File: config.mk
export PLATFORM = sky130hd
export DESIGN_NAME = endpoint_flit_tx
export DESIGN_NICKNAME = d
export VERILOG_FILES = /design/src/rtl/endpoint_flit_tx.sv
export SDC_FILE = /design/constraint.sdc
export NUM_CORES = 1
export LEC_CHECK = 0
export CAP_MARGIN = 20
export CORE_ASPECT_RATIO = 1.75
export CORE_MARGIN = 2
export CORE_UTILIZATION = 30
export DETAILED_ROUTE_END_ITERATION = 10
export PLACE_DENSITY = 0.54
export SYNTH_ARGS = -nofsm -noshare
export SYNTH_HDL_FRONTEND = slang
export SYNTH_SLANG_ARGS = --single-unit
File: constraint.sdc
create_clock -name clk -period 3.5 [get_ports clk]
set_input_delay 0.525 -clock clk [delete_from_list [all_inputs] [get_ports clk]]
set_output_delay 0.525 -clock clk [all_outputs]
set_load 0.005 [all_outputs]
File: src/rtl/endpoint_flit_tx.sv
// ---------------------------------------------------------------------------
// endpoint_flit_tx
//
// Endpoint-side flit transmitter feeding a switch's local input port. Flits
// from the local source are staged in a small circular FIFO. One output
// register presents the head flit to the switch, and the switch's
// packet_sent acknowledge retires it. Flow control is credit based: one
// counter per virtual channel mirrors the free space in the switch's input
// buffer for that VC.
//
// Ports:
//   clk            system clock
//   n_rst          asynchronous active-low reset
//   in_valid       local source has a flit on in_flit
//   in_flit        local flit; its VC is in_flit.metadata.vc
//   in_ready       staging FIFO not full (push = in_valid & in_ready)
//   out            flit presented to the switch
//   data_ready_out out is valid
//   packet_sent    switch accepted out this cycle (ignored when idle)
//   credit_granted per-VC credit-return pulses
//   credit_count   packed per-VC credit counters, VC0 in the LSBs
//   fifo_count     staging FIFO occupancy
//   credit_err     sticky: a credit came back to a VC that was already full
// ---------------------------------------------------------------------------

package endpoint_flit_pkg;

  localparam int FLIT_NUM_VCS = 2;
  localparam int VC_W         = (FLIT_NUM_VCS > 1) ? $clog2(FLIT_NUM_VCS) : 1;

  typedef struct packed {
    logic [VC_W-1:0] vc;
    logic [3:0]      dest;
  } metadata_t;

  typedef struct packed {
    metadata_t   metadata;
    logic [31:0] payload;
  } flit_t;

endpackage

module endpoint_flit_tx
  import endpoint_flit_pkg::*;
#(
  parameter int NUM_VCS     = endpoint_flit_pkg::FLIT_NUM_VCS,
  parameter int BUFFER_SIZE = 8,
  parameter int FIFO_DEPTH  = 4
) (
  input  logic                                     clk,
  input  logic                                     n_rst,
  input  logic                                     in_valid,
  input  flit_t                                    in_flit,
  output logic                                     in_ready,
  output flit_t                                    out,
  output logic                                     data_ready_out,
  input  logic                                     packet_sent,
  input  logic [NUM_VCS-1:0]                       credit_granted,
  output logic [NUM_VCS*$clog2(BUFFER_SIZE+1)-1:0] credit_count,
  output logic [$clog2(FIFO_DEPTH+1)-1:0]          fifo_count,
  output logic                                     credit_err
);

  localparam int CW  = $clog2(BUFFER_SIZE + 1);
  localparam int AW  = $clog2(FIFO_DEPTH);
  localparam int FCW = $clog2(FIFO_DEPTH + 1);

  localparam logic [CW-1:0]  CREDIT_MAX = CW'(BUFFER_SIZE);
  localparam logic [CW-1:0]  CREDIT_ONE = CW'(1);
  localparam logic [FCW-1:0] COUNT_ONE  = FCW'(1);
  localparam logic [AW:0]    PTR_ONE    = (AW + 1)'(1);

  typedef enum logic {
    OREG_EMPTY,
    OREG_HOLD
  } oreg_state_t;

  // Staging FIFO
  flit_t           mem [FIFO_DEPTH];
  logic [AW:0]     wr_ptr;
  logic [AW:0]     rd_ptr;
  logic [FCW-1:0]  count_q;
  logic            fifo_empty;
  logic            fifo_full;
  logic            push;
  logic            pop;
  flit_t           head;

  // Credit tracking
  logic [CW-1:0]      credit_q [NUM_VCS];
  logic [CW-1:0]      credit_d [NUM_VCS];
  logic [NUM_VCS-1:0] head_sel;
  logic [NUM_VCS-1:0] consume;
  logic [NUM_VCS-1:0] overflow;
  logic               head_has_credit;
  logic               credit_err_q;

  // Output register
  oreg_state_t state_q;
  oreg_state_t state_d;
  flit_t       out_q;
  logic        load;

  // Full/empty come from the extra pointer bit: equal indices with differing
  // wrap bits means full, identical pointers means empty.
  assign fifo_empty = (wr_ptr == rd_ptr);
  assign fifo_full  = (wr_ptr[AW] != rd_ptr[AW]) &&
                      (wr_ptr[AW-1:0] == rd_ptr[AW-1:0]);
  assign in_ready   = !fifo_full;
  assign push       = in_valid && !fifo_full;
  assign pop        = load;
  assign head       = mem[rd_ptr[AW-1:0]];

  always_ff @(posedge clk) begin
    if (push) begin
      mem[wr_ptr[AW-1:0]] <= in_flit;
    end
  end

  always_ff @(posedge clk or negedge n_rst) begin
    if (!n_rst) begin
      wr_ptr  <= '0;
      rd_ptr  <= '0;
      count_q <= '0;
    end else begin
      if (push) begin
        wr_ptr <= wr_ptr + PTR_ONE;
      end
      if (pop) begin
        rd_ptr <= rd_ptr + PTR_ONE;
      end
      case ({push, pop})
        2'b10:   count_q <= count_q + COUNT_ONE;
        2'b01:   count_q <= count_q - COUNT_ONE;
        default: count_q <= count_q;
      endcase
    end
  end

  assign fifo_count = count_q;

  // Only the registered credit of the head's VC gates a load, so a credit
  // returned this cycle cannot be spent until the next one. A head whose VC
  // has no credit stalls everything behind it; there is no reordering.
  always_comb begin
    head_sel        = '0;
    head_has_credit = 1'b0;
    for (int v = 0; v < NUM_VCS; v++) begin
      if (head.metadata.vc == VC_W'(v)) begin
        head_sel[v]     = 1'b1;
        head_has_credit = (credit_q[v] != '0);
      end
    end
  end

  assign load    = !fifo_empty && head_has_credit &&
                   ((state_q == OREG_EMPTY) || packet_sent);
  assign consume = head_sel & {NUM_VCS{load}};

  // The credit is reserved when the flit is loaded, not when the switch
  // accepts it. A return and a consume on the same VC cancel out. A lone
  // return to a full counter saturates and flags an error.
  always_comb begin
    for (int v = 0; v < NUM_VCS; v++) begin
      credit_d[v] = credit_q[v];
      overflow[v] = 1'b0;
      case ({credit_granted[v], consume[v]})
        2'b10: begin
          if (credit_q[v] == CREDIT_MAX) begin
            overflow[v] = 1'b1;
          end else begin
            credit_d[v] = credit_q[v] + CREDIT_ONE;
          end
        end
        2'b01:   credit_d[v] = credit_q[v] - CREDIT_ONE;
        default: credit_d[v] = credit_q[v];
      endcase
    end
  end

  always_ff @(posedge clk or negedge n_rst) begin
    if (!n_rst) begin
      for (int v = 0; v < NUM_VCS; v++) begin
        credit_q[v] <= CREDIT_MAX;
      end
      credit_err_q <= 1'b0;
    end else begin
      for (int v = 0; v < NUM_VCS; v++) begin
        credit_q[v] <= credit_d[v];
      end
      if (|overflow) begin
        credit_err_q <= 1'b1;
      end
    end
  end

  for (genvar g = 0; g < NUM_VCS; g++) begin : g_credit_pack
    assign credit_count[g*CW +: CW] = credit_q[g];
  end

  assign credit_err = credit_err_q;

  // Output register state. out_q only changes on load, so it keeps its last
  // value after the switch takes it and is stable while held.
  always_ff @(posedge clk or negedge n_rst) begin
    if (!n_rst) begin
      state_q <= OREG_EMPTY;
      out_q   <= '0;
    end else begin
      state_q <= state_d;
      if (load) begin
        out_q <= head;
      end
    end
  end

  always_comb begin
    state_d        = state_q;
    data_ready_out = 1'b0;
    case (state_q)
      OREG_EMPTY: begin
        if (load) begin
          state_d = OREG_HOLD;
        end
      end
      OREG_HOLD: begin
        data_ready_out = 1'b1;
        if (packet_sent && !load) begin
          state_d = OREG_EMPTY;
        end
      end
      default: state_d = OREG_EMPTY;
    endcase
  end

  assign out = out_q;

endmodule
==> out/metrics.cfg <==
[outcome]
status = completed

[route]
dr.first_iter.drc_count = 179
drt-total-wl_um = 15800
drtPass1Iterations = 4
via_per_inst = 4.67
ant_nets = 0
dr_total_vias = 3831
wl_per_cell_um = 19.2
drc = 0

[clock_network]
cts_num_sinks = 204
cts.htree.levels = 1
clk_pin_slew_ps = 60
cts_tree = built
max-clock-path-buffers = 3
post_cts_resized = 0
cts_root_buf = clkbuf_16
post_cts_buffers = 0
insertion_delay_ps = 480
postCtsHoldBufs = 0
cts_buffers = 19

[die]
dieHeight_um = 219
start_util_pct = 30.5
io_pins = 94
die-area_mm2 = 0.0277
rows = 78
core_mm2 = 0.0260
die_w_um = 127

[setup_path]
arrival_ps = 2180
critPathCaptureType = output port
cp.required_ps = 2970
crit_path_max_incr_delay_ps = 550
cp-start-kind = flip-flop
crit_chain = xor2_1 > or3_1 > clkdlybuf4s50_1
cp_slowest_cell = dfrtp_2
critPathKind = reg -> out
critical_path.max_fanout = 14
worst-path-buf-inv = 1
crit_family = flip-flops

[synthesis]
synth_top_area_share_pct = 56.2
yosysTopAreaCell = edfxtp_1
synth_seq_cells = 204
synthFlopType = edfxtp_1
ys_warn_count = 0
yosys-top-cells-area = edfxtp_1 56%, dfrtp_1 17%, mux4_2 11%, mux2_2 3.3%, mux2_4 3.0%
synthCells = 382
yosysMostFrequentCell = edfxtp_1
syn_area_per_cell_um2 = 20.7
ys_seq_area_share_pct = 74.0
syn_area_mm2 = 0.00791
synth.distinct_cells = 45
async_flop_share_pct = 27.5
ys_top_cells_by_count = 148 x edfxtp_1, 54 x dfrtp_1, 37 x mux4_2, 23 x mux2_2, 16 x mux2_4
synth-edff-count = 148
syn_nets = 433

[cells_and_area]
nFillCells = 2392
final_nets = 540
area_delta_synth_final_pct = 26.0
drive_gt1_share_pct = 25.9
fin_cells = 821
diodes = 0

[global_route]
grt_max_degree = 57
grt_pass1_vias = 4268
grt_pass1_wl_um = 24700
track_usage_pct = 11.7
grt-ovfl-total = 0
antenna_found_initial = 0

[place]
numPortBuffers = 93
place.gp.congestion = 0.754
place_hpwl_um = 9900
dp_cells = 788
dpl_worst_slack_ps = 656

[sta]
rsz0062_at_grt = false
fin_skew_ps = 12.3
tightest_slew_ps = 876
setup_violations = 0
whs_ps = 111
fmax_ghz = 0.369
fin_tns_setup_ps = 0
period_needed_ps = 2710
finalHoldViolCount = 0
period_share_pct = 77.3
slew_violations = 0
setup_ws_ps = 794
slew_headroom_pct = 40.7

[power]
power_w = 0.00936
ir_worst_vdd_mv = 0.314
cellLeakagePower_nw = 3.48
p_per_area_mw_per_mm2 = 940

[flow_run]
maxCapViolCount = 0

[worst_hold_path]
hold_path.class = in -> async

-- stage by stage --
stage          area [um2]  util, %
2_1_floorplan        7910        -
3_3_place_gp         9270     35.7
3_5_place_dp         9270     35.7
4_1_cts              9960     38.4
5_1_grt              9960     38.4
6_report             9960     38.4
-- cells by family (layout without fill, tap and decap cells) --
group | count (synthesis) | after routing | share of synthesized area, %
flops | 204 | 204 | 74.0
mux | 79 | 79 | 17.2
simple gates | 36 | 36 | 2.39
compound gates | 20 | 20 | 1.95
buf+inv | 19 | 138 | 1.22
xor+xnor | 16 | 16 | 1.87
fa+ha+maj | 8 | 8 | 1.36
-- registers in the layout (all words and copies together), names as in the netlist --
register      cells
fifo_count        3
wr_ptr            3
out              37
rd_ptr            3
credit_count      8
mem             148
state_q           1
credit_err        1
-- final timing paths --
path | startpoint | depth (start not counted) | to | slack [ps]
hold reg to reg | fifo_count[2]$_DFFE_PN0P_ | 1 | fifo_count[2]$_DFFE_PN0P_ | 480
hold / removal | n_rst | 1 | out[6]$_DFFE_PN0P_ | 110
setup / recovery | rd_ptr[1]$_DFFE_PN0P_ | 3 | in_ready | 790
min in group clk | fifo_count[2]$_DFFE_PN0P_ | 1 | fifo_count[2]$_DFFE_PN0P_ | 480
setup reg to reg | rd_ptr[1]$_DFFE_PN0P_ | 7 | credit_count[6]$_DFFE_PN0P_ | 820
max in group asynchronous | n_rst | 1 | rd_ptr[0]$_DFFE_PN0P_ | 2730
-- cells in the final DEF (no fill, tap or decap), drive strengths merged, types with 5 or more instances in the layout --
cell type        n
and2             6
o21ai            5
buf              9
mux4            37
mux2            40
xor2             8
ha               7
nand2           10
xnor2            8
dfrtp           54
clkdlybuf4s50   92
edfxtp         148
clkbuf          24
-- cell type report --
class | instances | area (um2) | area share, %
Timing Repair Buffer | 101 | 1040 | 10.4
Clock inverter | 9 | 150 | 1.51
Clock buffer | 24 | 534 | 5.36
Inverter | 4 | 15.0 | 0.151
Multi-Input combinational cell | 159 | 1970 | 19.8
Tap cell | 320 | 400 | 4.02
Sequential cell | 204 | 5850 | 58.8
-- metal layers --
layer  GRT usage [%]  wire length (um)  vias up
met5               0                 0        -
met1            13.0              5870     1996
met4            3.74               332        0
met3            1.74               558       24
li1                -                 -     1733
met2            22.6              9030       78
-- report_power, final --
part / switching [W] / total, W / internal (W)
logic: 0.00141 / 0.00331 / 0.00190
clock network: 0.000857 / 0.00223 / 0.00138
registers: 0.000418 / 0.00382 / 0.00340
No activity file was read; power rests on OpenSTA's default activity.
